[src/rtl/moore_pkg.sv]
// Shared encodings for the serial Moore engine and its scheduler.
// Engine states S0..S3 and controller states IDLE/SHIFT/DONE.
package moore_pkg;

  typedef enum logic [1:0] {
    S0 = 2'b00,
    S1 = 2'b01,
    S2 = 2'b10,
    S3 = 2'b11
  } eng_state_t;

  typedef enum logic [1:0] {
    IDLE  = 2'b00,
    SHIFT = 2'b01,
    DONE  = 2'b10
  } ctl_state_t;

endpackage

[src/rtl/moore_engine.sv]
// Bit-serial Moore FSM: advances on step, clr forces S0.
// Ports: clk, rst, clr, step, x -> y (S0/S2), state[1:0].
module moore_engine
  import moore_pkg::*;
(
  input  logic       clk,
  input  logic       rst,
  input  logic       clr,
  input  logic       step,
  input  logic       x,
  output logic       y,
  output logic [1:0] state
);

  eng_state_t st;
  eng_state_t nxt;

  always_comb begin
    nxt = st;
    unique case (st)
      S0, S2:  nxt = x ? S0 : S1;
      S1, S3:  nxt = x ? S2 : S3;
      default: nxt = S0;
    endcase
  end

  always_ff @(posedge clk) begin
    if (rst) begin
      st <= S0;
    end else if (clr) begin
      st <= S0;
    end else if (step) begin
      st <= nxt;
    end
  end

  assign y     = (st == S0) || (st == S2);
  assign state = st;

endmodule

[src/rtl/moore_sched.sv]
// Round-robin scheduler sharing one serial Moore engine among N clients.
// Ports: req/data_in in; gnt, busy, done, result, final_state out.
// Define MOORE_SCHED_MSB_FIRST_EN to shift words MSB first.
module moore_sched
  import moore_pkg::*;
#(
  parameter int N = 4,
  parameter int W = 8
) (
  input  logic           clk,
  input  logic           rst,
  input  logic [N-1:0]   req,
  input  logic [N*W-1:0] data_in,
  output logic [N-1:0]   gnt,
  output logic           busy,
  output logic           done,
  output logic [W-1:0]   result,
  output logic [1:0]     final_state
);

  localparam int PW = (N > 1) ? $clog2(N) : 1;
  localparam int CW = $clog2(W + 1);

  ctl_state_t      state;
  ctl_state_t      state_n;
  logic [PW-1:0]   ptr;
  logic [PW-1:0]   win;
  logic [W-1:0]    shreg;
  logic [CW-1:0]   cnt;
  logic [CW-1:0]   cap_idx;
  logic [W-1:0]    res_n;
  logic [PW-1:0]   pick_idx;
  logic            pick_ok;
  logic            clr;
  logic            step;
  logic            x;
  logic            y;
  logic [1:0]      eng_st;
  int              rr_i;

  moore_engine u_eng (
    .clk   (clk),
    .rst   (rst),
    .clr   (clr),
    .step  (step),
    .x     (x),
    .y     (y),
    .state (eng_st)
  );

  // Scan downward so the closest set bit above ptr wins.
  always_comb begin
    pick_ok  = 1'b0;
    pick_idx = '0;
    rr_i     = 0;
    for (int k = N - 1; k >= 0; k--) begin
      rr_i = (int'(ptr) + k) % N;
      if (req[PW'(rr_i)]) begin
        pick_ok  = 1'b1;
        pick_idx = PW'(rr_i);
      end
    end
  end

  always_ff @(posedge clk) begin
    if (rst) begin
      state <= IDLE;
    end else begin
      state <= state_n;
    end
  end

  // cnt==W is the extra cycle that captures y for the last bit.
  always_comb begin
    state_n = state;
    clr     = 1'b0;
    step    = 1'b0;
    x       = 1'b0;
    unique case (state)
      IDLE: begin
        if (pick_ok) begin
          state_n = SHIFT;
          clr     = 1'b1;
        end
      end
      SHIFT: begin
        if (cnt == CW'(W)) begin
          state_n = DONE;
        end else begin
          step = 1'b1;
`ifdef MOORE_SCHED_MSB_FIRST_EN
          x = shreg[W-1];
`else
          x = shreg[0];
`endif
        end
      end
      DONE:    state_n = IDLE;
      default: state_n = IDLE;
    endcase
  end

  // y lags its bit by one cycle, so cnt points one past it.
`ifdef MOORE_SCHED_MSB_FIRST_EN
  assign cap_idx = CW'(W) - cnt;
`else
  assign cap_idx = cnt - CW'(1);
`endif

  always_comb begin
    res_n = result;
    if (state == SHIFT && cnt != '0) begin
      for (int i = 0; i < W; i++) begin
        if (cap_idx == CW'(i)) begin
          res_n[i] = y;
        end
      end
    end
  end

  always_ff @(posedge clk) begin
    if (rst) begin
      ptr    <= '0;
      win    <= '0;
      gnt    <= '0;
      shreg  <= '0;
      cnt    <= '0;
      result <= '0;
    end else begin
      unique case (state)
        IDLE: begin
          if (pick_ok) begin
            win <= pick_idx;
            cnt <= '0;
            for (int k = 0; k < N; k++) begin
              gnt[k] <= (pick_idx == PW'(k));
              if (pick_idx == PW'(k)) begin
                shreg <= data_in[k*W +: W];
              end
            end
          end
        end
        SHIFT: begin
          cnt    <= cnt + CW'(1);
          result <= res_n;
          if (step) begin
`ifdef MOORE_SCHED_MSB_FIRST_EN
            shreg <= shreg << 1;
`else
            shreg <= shreg >> 1;
`endif
          end
        end
        DONE: begin
          gnt <= '0;
          ptr <= (win == PW'(N - 1)) ? '0 : win + PW'(1);
        end
        default: gnt <= '0;
      endcase
    end
  end

  assign busy        = (state != IDLE);
  assign done        = (state == DONE);
  assign final_state = eng_st;

endmodule

[config.mk]
export PLATFORM = sky130hd
export DESIGN_NAME = moore_sched
export DESIGN_NICKNAME = d
export VERILOG_FILES = /design/src/rtl/moore_pkg.sv /design/src/rtl/moore_engine.sv /design/src/rtl/moore_sched.sv
export SDC_FILE = /design/constraint.sdc
export NUM_CORES = 1
export LEC_CHECK = 0
export CAP_MARGIN = 5
export CORE_MARGIN = 2
export CORE_UTILIZATION = 50
export CTS_BUF_LIST = sky130_fd_sc_hd__clkbuf_8
export DETAILED_ROUTE_END_ITERATION = 6
export PLACE_DENSITY_LB_ADDON = 0.1
export SLEW_MARGIN = 0
export SYNTH_ARGS = -nofsm -noshare
export SYNTH_HDL_FRONTEND = slang
export SYNTH_SLANG_ARGS = --single-unit
[constraint.sdc]
create_clock -name clk -period 3 [get_ports clk]
set_clock_uncertainty 0.1 [all_clocks]
set_input_delay 0.75 -clock clk [delete_from_list [all_inputs] [get_ports clk]]
set_output_delay 0.75 -clock clk [all_outputs]
set_load 0.005 [all_outputs]
==> impl_results.md <==
* CTS Buf Count at 5
* Yosys warns at 0
* Ys flop type: dfxtp_1
* # nets final at 331
* Cells after Synth at 235
* Peak Freq at 381 MHz
* Drt via density at 5.66
* Die H at 66.1 um
* Slowest stage delay, CP at 570 ps
* I/O Buffers at 53
* Vias in the first global route at 1669
* Met3 WL at 254 um
* Met2 wire len at 2.19 mm
* Outcome: finished clean
* Synth Area per Inst at 8.20 sq um
* CTS tree: done
* Drt wl/cell at 14.0 um
* Initial Util at 0.522
* Max rail drop VDD at 0.000201 V
* Layout area overhead at 33.4%
* Post-synth EDFFs at 0
* Commonest cells in the netlist: 32 x dfxtp_1, 28 x nor2_1, 26 x a21oi_1, 14 x inv_1, 14 x nand2_1
* Number of cell rows at 22
* Vias at 1897
* Hold Path Class: register to register
* Antenna Cells at 0
* Library cells used by synthesis at 52
* Critical-path top delay cell: clkdlybuf4s50_1
* Syn Nets at 280
* Period utilization at 0.874
* Pre-CTS setup slack at 203 ps
* Final worst setup slack at 377 ps
* CTS root buf: clkbuf_8
* Synth area leader: dfxtp_1
* Post-route setup TNS at 0 ps
* HPWL after DPL at 3.60 mm
* DRC Markers at 0
* Die area at 4370 sq um
* Initial antenna violation count at 0
* Routed Antenna Nets at 0
* Startpoint types: register
* Synth async-reset ratio at 0
* First DRT Iteration DRCs at 105
* RSZ-0062 raised after global routing: no
* Final Hold Viols at 0
* Worst EP required at 2150 ps
* P_leak at 0.000940 uW
* Crit end category: primary output
* Worst-path clk slew at 70 ps
* Setup Crit Path Kind: register to primary output
* Total Routing Usage GR at 0.228
* First-pass DRT Iterations at 4
* Largest net degree at the start of global routing at 16
* CTS Buffer Depth at 2
* Power Dens Cells at 421 nW/um^2
* Mapped Area at 1930 sq um
* Final setup violation count at 0
* Rel. slew slack at 0.639
* Max Cap Viol at 0
* First-pass GRT wire length at 7.69 mm
* CTS sink count at 32
* Clock H-tree levels at 2
* DR top layer: met4
* Sequential area share after synthesis at 0.332
* Cts repair resizes at 0
* Synth area leaders: dfxtp_1 33%, a21oi_1 6.8%, nor2_1 5.5%
* Final min period at 2620 ps
* Width of the die at 66.1 um
* Slew @ Worst Pin at 541 ps
* Hold bufs inserted after CTS at 0
* Routed wire length at 4.70 mm
* Max-slew violations at 0
* Critical-path maximum fanout at 12
* Post-CTS Repair Setup Buffers at 0
* #FFs+latches synth at 32
* Most frequent cell after synthesis: dfxtp_1
* Gr ovfl total at 0
* Core footprint at 3690 sq um
* Worst-skew pair later-pin latency at 290 ps
* CP arrival at 1770 ps
* GPL Wtd Cong at 0.846
* Share of cells above drive strength 1 at 0.0732
* Share of the synthesized area in the top cell type at 0.332
* Io pins at 54
* M1 wire length at 2.17 mm
* CP Cell Sequence: nor2b_1, clkdlybuf4s50_1
critical path: cells and delay by family (launching register included):
kind                   cells  cell delay, ps
buffers and inverters      1             570
flip-flops                 1             540
AND/OR/NAND/NOR            1             370
flip-flops by register name, indices dropped and copies added, names as in the netlist:
name	flops
gnt	4
result	8
state	2
ptr	2
shreg	8
cnt	4
u_eng.state	2
win	2
layer usage:
metal  up-vias  GRT usage
li1        970          -
met1       852      0.291
met2        64      0.371
met3        11     0.0528
met4         0     0.0842
met5         -          0
area by class of cell:
class	instances	area [sq um]
sequential	32	641
fill	326	1120
inverter	15	56.3
clock buffer	5	68.8
clock inverter	3	38.8
tap	48	60.1
timing repair buffer	59	576
multi-input combinational	173	1130
where the power goes:
group / switching [uW] / internal, uW / leakage (uW)
Sequential: 15.2 / 446 / 0.000261
Clock: 161 / 243 / 0.0000593
Combinational: 105 / 112 / 0.000619
Total: 281 / 801 / 0.000940
final timing paths:
| path | from | to | slack (ps) | cells past startpoint |
|---|---|---|---|---|
| hold reg to reg | u_eng.state[1] | u_eng.state[1] | 360 | 2 |
| setup reg to reg | cnt[0] | shreg[5] | 920 | 7 |
| hold / removal | u_eng.state[1] | u_eng.state[1] | 360 | 2 |
| setup / recovery | state[1] | done | 380 | 2 |
logic make-up (layout without fill, tap and decap cells):
kind of cell / after synthesis / count (layout) / synth area share
AOI/OAI and AO/OA: 91 / 91 / 0.337
and+or+nand+nor: 70 / 70 / 0.180
DFF: 32 / 32 / 0.332
buffers and inverters: 30 / 82 / 0.0812
adders and majority gates: 7 / 7 / 0.0455
xor gates and xnor gates: 3 / 3 / 0.0136
muxes: 2 / 2 / 0.0104
cells in the final DEF, fill, tap and decap left out, types with 3 or more instances in the layout:
master and instances:
clkdlybuf4s50_1 53, dfxtp_1 32, nor2_1 28, a21oi_1 26, inv_1 15, nand2_1 14, o21ai_0 12, nor2b_1 7
a32o_1 7, ha_1 7, o2111ai_1 6, o311ai_0 6, a221o_1 6, buf_4 6, o211ai_1 5, clkbuf_8 5
o31ai_1 4, or3_1 4, nand2b_1 3, o21ai_1 3
metrics by stage:
stage / total power, uW / hold slack, ps / cells / area (sq um) / util
2_1_floorplan: 598 / 340 / 235 / 1930 / -
3_3_place_gp: 684 / 352 / 327 / 2460 / 0.668
3_5_place_dp: 687 / 360 / 327 / 2460 / 0.668
4_1_cts: 1090 / 367 / 335 / 2570 / 0.697
5_1_grt: 1130 / 390 / 335 / 2570 / 0.697
6_report: 1080 / 363 / 335 / 2570 / 0.697
Power figures use the tool's default switching activity.
